`config.mk`:
```
export PLATFORM = sky130hd
export DESIGN_NAME = gpu_compositor_m
export DESIGN_NICKNAME = d
export VERILOG_FILES = /design/src/rtl/gpu_compositor_m.sv
export SDC_FILE = /design/constraint.sdc
export NUM_CORES = 1
export LEC_CHECK = 0
export BUFFER_PORTS_ARGS = -buffer_cell sky130_fd_sc_hd__buf_4
export CORE_MARGIN = 1.5
export CORE_UTILIZATION = 46
export CTS_CLUSTER_SIZE = 16
export DETAILED_ROUTE_END_ITERATION = 6
export PLACE_DENSITY = 0.81
export SYNTH_ARGS = -nofsm -noshare
export SYNTH_HDL_FRONTEND = slang
export SYNTH_SLANG_ARGS = --single-unit
export TNS_END_PERCENT = 50
```
`constraint.sdc`:
```
create_clock -name clk -period 1.45 [get_ports clk]
set_input_delay 0.145 -clock clk [delete_from_list [all_inputs] [get_ports clk]]
set_output_delay 0.145 -clock clk [all_outputs]
set_load 0.03 [all_outputs]
```
`src/rtl/gpu_compositor_m.sv`:
```
// gpu_compositor_m: parametrised layer compositor with double-buffered config.
// Stage 0 is the combinational position decode. Stage 1 registers the inputs.
// Stage 2 registers the selected colour and the syncs.
module gpu_compositor_m #(
    parameter int LAYERS     = 2,
    parameter int COLOR_BITS = 2,
    parameter int X_OFFSET   = 32,
    parameter int H_ACTIVE   = 256,
    parameter int V_ACTIVE   = 240
) (
    input  logic                           clk,
    input  logic                           rst,
    input  logic [9:0]                     hcounter,
    input  logic [9:0]                     vcounter,
    input  logic                           visible,
    input  logic                           hsync_in,
    input  logic                           vsync_in,
    input  logic [LAYERS*3*COLOR_BITS-1:0] layer_rgb,
    input  logic [LAYERS-1:0]              layer_valid,
    input  logic                           cfg_we,
    input  logic [1:0]                     cfg_addr,
    input  logic [7:0]                     cfg_data,
    output logic [COLOR_BITS-1:0]          r,
    output logic [COLOR_BITS-1:0]          g,
    output logic [COLOR_BITS-1:0]          b,
    output logic                           hsync,
    output logic                           vsync
);

    localparam int PW = 3*COLOR_BITS;
    localparam logic [8:0] X_OFF9 = 9'(X_OFFSET);
    localparam logic [9:0] H_ACT10 = 10'(H_ACTIVE);
    localparam logic [9:0] V_ACT10 = 10'(V_ACTIVE);

    typedef struct packed {
        logic [LAYERS-1:0] en;
        logic [PW-1:0]     backdrop;
        logic [PW-1:0]     border;
        logic              rev;
    } cfg_t;

    typedef struct packed {
        logic [LAYERS-1:0][PW-1:0] rgb;
        logic [LAYERS-1:0]         valid;
        logic                      draw;
        logic                      vis;
        logic                      hs;
        logic                      vs;
    } s1_t;

    typedef struct packed {
        logic [PW-1:0] rgb;
        logic          hs;
        logic          vs;
    } s2_t;

    localparam cfg_t CFG_RST = '{en: {LAYERS{1'b1}}, backdrop: '0, border: '0, rev: 1'b0};
    localparam s1_t  S1_RST  = '{rgb: '0, valid: '0, draw: 1'b0, vis: 1'b0, hs: 1'b1, vs: 1'b1};
    localparam s2_t  S2_RST  = '{rgb: '0, hs: 1'b1, vs: 1'b1};

    cfg_t shadow_q, shadow_d;
    cfg_t active_q, active_d;
    s1_t  s1_q, s1_d;
    s2_t  s2_q, s2_d;

    logic          commit;
    logic [8:0]    xp;
    logic [8:0]    yp;
    logic          drawing;
    logic [PW-1:0] fwd_rgb, rev_rgb, sel_rgb;
    logic          fwd_hit, rev_hit;

    // Upper config data bits have no register behind them.
    logic cfg_unused;
    assign cfg_unused = ^cfg_data;

    // Start-of-frame: the only moment the visible config may change.
    assign commit = (hcounter == 10'd0) && (vcounter == 10'd0);

    // Shadow writes from the CPU side; active copies the pre-write shadow on commit.
    always_comb begin
        shadow_d = shadow_q;
        active_d = active_q;
        if (cfg_we) begin
            case (cfg_addr)
                2'd0: shadow_d.en       = cfg_data[LAYERS-1:0];
                2'd1: shadow_d.backdrop = cfg_data[PW-1:0];
                2'd2: shadow_d.border   = cfg_data[PW-1:0];
                default: shadow_d.rev   = cfg_data[0];
            endcase
        end
        if (commit) active_d = shadow_q;
    end

    // Stage 0: decode screen position; xp wraps so columns left of X_OFFSET fall outside.
    always_comb begin
        xp      = hcounter[8:0] - X_OFF9;
        yp      = vcounter[9:1];
        drawing = visible && ({1'b0, xp} < H_ACT10) && ({1'b0, yp} < V_ACT10);
    end

    // Stage 1 capture; the layer enable mask is folded into valid here.
    always_comb begin
        s1_d.rgb   = layer_rgb;
        s1_d.valid = layer_valid & active_q.en;
        s1_d.draw  = drawing;
        s1_d.vis   = visible;
        s1_d.hs    = hsync_in;
        s1_d.vs    = vsync_in;
    end

    // Priority pick both directions: lowest-index hit forward, highest-index hit reversed.
    always_comb begin
        fwd_rgb = '0;
        fwd_hit = 1'b0;
        rev_rgb = '0;
        rev_hit = 1'b0;
        for (int k = LAYERS-1; k >= 0; k--) begin
            if (s1_q.valid[k]) begin
                fwd_rgb = s1_q.rgb[k];
                fwd_hit = 1'b1;
            end
        end
        for (int k = 0; k < LAYERS; k++) begin
            if (s1_q.valid[k]) begin
                rev_rgb = s1_q.rgb[k];
                rev_hit = 1'b1;
            end
        end
        if (active_q.rev) sel_rgb = rev_hit ? rev_rgb : active_q.backdrop;
        else              sel_rgb = fwd_hit ? fwd_rgb : active_q.backdrop;
    end

    // Stage 2: blank / border / layer-or-backdrop colour; syncs ride along.
    always_comb begin
        s2_d.hs = s1_q.hs;
        s2_d.vs = s1_q.vs;
        if (!s1_q.vis)       s2_d.rgb = '0;
        else if (!s1_q.draw) s2_d.rgb = active_q.border;
        else                 s2_d.rgb = sel_rgb;
    end

    // All state registers; synchronous active-low reset.
    always_ff @(posedge clk) begin
        if (!rst) begin
            shadow_q <= CFG_RST;
            active_q <= CFG_RST;
            s1_q     <= S1_RST;
            s2_q     <= S2_RST;
        end else begin
            shadow_q <= shadow_d;
            active_q <= active_d;
            s1_q     <= s1_d;
            s2_q     <= s2_d;
        end
    end

    assign r     = s2_q.rgb[PW-1 -: COLOR_BITS];
    assign g     = s2_q.rgb[2*COLOR_BITS-1 -: COLOR_BITS];
    assign b     = s2_q.rgb[COLOR_BITS-1:0];
    assign hsync = s2_q.hs;
    assign vsync = s2_q.vs;

endmodule

```
==> impl_metrics.toml <==
[outcome]
outcome = "finished, violations left"
violations = "design-rule violations"

[cts]
cts_buffers = 5
clock_sinks = 56
clk_pin_slew_ns = 0.09
worstSkewPairLatency_ns = 0.31
cts_max_path_buffers = 2
root_buffer = "clkbuf_8"
hold_buffers = 0
ctsHtreeMaxLevel = 2
cts.repair.resized = 0
cts_setup_buffers = 0
cts_tree = "built"

[global_routing]
grt_first_pass_wirelength_um = 6740
antenna_found_initial = 0
grtUsageTotal_pct = 16.6
grt_max_degree = 37
overflow = 0
grt_pass1_vias = 1551

[floorplanning]
start_util_pct = 48.8
die_w_um = 71.7
rows = 24
die_area_um2 = 5140
die_y_um = 71.7
io_pins = 58
core_area_um2 = 4440

[worst_setup_path]
worst-setup-path-type = "reg2reg"
cp-start-kind = "flop"
crit_slowest_cell = "and2_1"
worstPathRequired_ns = 1.63
crit_fanout = 12
crit_path_end_kind = "flop"
worstSetupStartpoint = "s1_q[5]"
critPathMaxStageDelay_ns = 0.39
crit_chain = "and2_1, nor2_1, a211oi_1, a211oi_1"
crit_family = "simple AND/OR/NAND/NOR gates"
r2r_start = "s1_q[5]"
path_buf_inv = 0
crit_top_cell = "a211oi_1"
cp.arrival_ns = 1.47

[placed_design]
dp.cells = 320
hpwl_um = 2860
placed_area_um2 = 2660
place.gp.congestion = 0.737
io_buffers = 55

[yosys]
synth-async-reset-ratio_pct = 0
synth_xor_area_share_pct = 0.404
synth_top_family_by_area = "simple AND/OR/NAND/NOR gates"
synth.distinct_cells = 22
avgSynthCellArea_um2 = 9.86
synth.mux.area_fraction_pct = 16.6
synthAdderAreaFrac_pct = 0
synth_fp_nets = 270
ys_ff_latch = 56
synth_compound_area_share_pct = 4.15
synth-simple-area-share_pct = 24.7
synth-main-ff-cell = "dfxtp_1"
syn_inst = 220
synth-edff-count = 0
yosysWarnings = 0
seq_area_frac_synth_pct = 51.7
synth_area_um2 = 2170

[drt]
first_iter_violations = 108
dr.pass1.iters = 7
vias = 1591
ant_nets = 0
finalWirelength_um = 3920
wl_per_cell_um = 11.9
drc = 1
avgViaCountPerCell = 4.85

[power]
p_int_mw = 2.12
netSwitchingPower_mw = 0.577
p_seq_share_pct = 59.5
p_leak_nw = 1.15
clock_power_share_pct = 31.3
irDropWorstVdd_v = 0.000419
p_per_area_nw_per_um2 = 983
pwr-share-comb_pct = 9.2
p_sw_share_pct = 21.4

[sta]
slew_violations = 0
period_share_pct = 88.6
finalHoldViolations = 0
slew_headroom_pct = 69.4
setup_violations = 0
skew_ns = 0.00323
fin_crit_ns = 1.29
fmax_mhz = 778
rsz0062_at_grt = "false"
worst_slew_pin_slew_ns = 0.457

[hold_path]
hp-class = "in2reg"
min_from = "hsync_in"

[cells_and_area]
final_design_area_no_fill_um2 = 2750
fillCellCount = 392
post-route-util_pct = 61.8
layout_common_cells = "58 x buf_4, 56 x dfxtp_1, 36 x mux2i_1, 35 x nand2_1, 18 x nor2_1"
diodes = 0
final_common_cell = "buf_4"
syn_to_final_growth_pct = 26.6
nets = 325
drive_gt1_share_pct = 24.6
layout.cells.non_filler = 328

[run]
drv_cap = 0
-- power groups by stage --
stage / clock network, mW / logic (mW) / registers, mW
2_1_floorplan: 0 / 0.114 / 1.64
6_report: 0.845 / 0.247 / 1.61
4_1_cts: 0.870 / 0.250 / 1.61
3_5_place_dp: 0 / 0.249 / 1.64
3_3_place_gp: 0 / 0.243 / 1.64
5_1_grt: 0.931 / 0.272 / 1.61
-- routing by layer --
metal  share of wire, %  global-route usage, %
met4                2.1                   7.55
met1                 46                   20.3
met5                  0                      0
met3                4.4                   4.22
met2                 47                   27.7
-- registers in the layout (all words and copies together) (netlist names) --
signal,flops
r,2
s1_q,18
active_q,15
hsync,1
g,2
b,2
shadow_q,15
vsync,1
-- cell type report --
class	instances	area [um^2]	area share (%)
Clock buffer	8	90.1	3.28
Tap cell	52	65.1	2.37
Multi-Input combinational cell	152	995	36.2
Timing Repair Buffer	60	475	17.3
Sequential cell	56	1120	40.8
-- synthesized netlist by cell type, types with 4 or more instances --
library cell  instances  area, um^2
nor2_1               18        67.6
nand2b_1              4        25.0
nor2b_1              17         106
mux2i_1              36         360
and2_1               14        87.6
a211oi_1             12        90.1
nand2_1              35         131
dfxtp_1              56        1120
clkbuf_1             10        37.5
-- through the flow --
stage          TNS (ns)  total power [mW]  hold WS (ns)  setup WS (ns)
2_1_floorplan     -1.24              1.75         0.246         -0.124
3_3_place_gp     -0.894              1.88         0.326        -0.0611
3_5_place_dp      -1.07              1.89         0.331        -0.0901
4_1_cts               0              2.73       0.00680          0.154
5_1_grt               0              2.82        0.0162         0.0293
6_report              0              2.70        0.0148          0.165
-- worst paths after layout --
check             cells past startpoint  endpoint  slack [ns]
setup / recovery                      4      r[1]        0.16
hold / removal                        2   s1_q[1]        0.01
setup reg to reg                      4      r[1]        0.16
hold reg to reg                       1     vsync        0.41
-- cells by family (layout without fill, tap and decap cells) --
kind of cell | Yosys count | in the layout
AO/OA/AOI/OAI | 12 | 12
XOR/XNOR | 1 | 1
buffers and inverters | 12 | 68
flip-flops | 56 | 56
multiplexers | 36 | 36
AND/OR/NAND/NOR | 103 | 103
No activity file was read; power rests on OpenSTA's default activity.
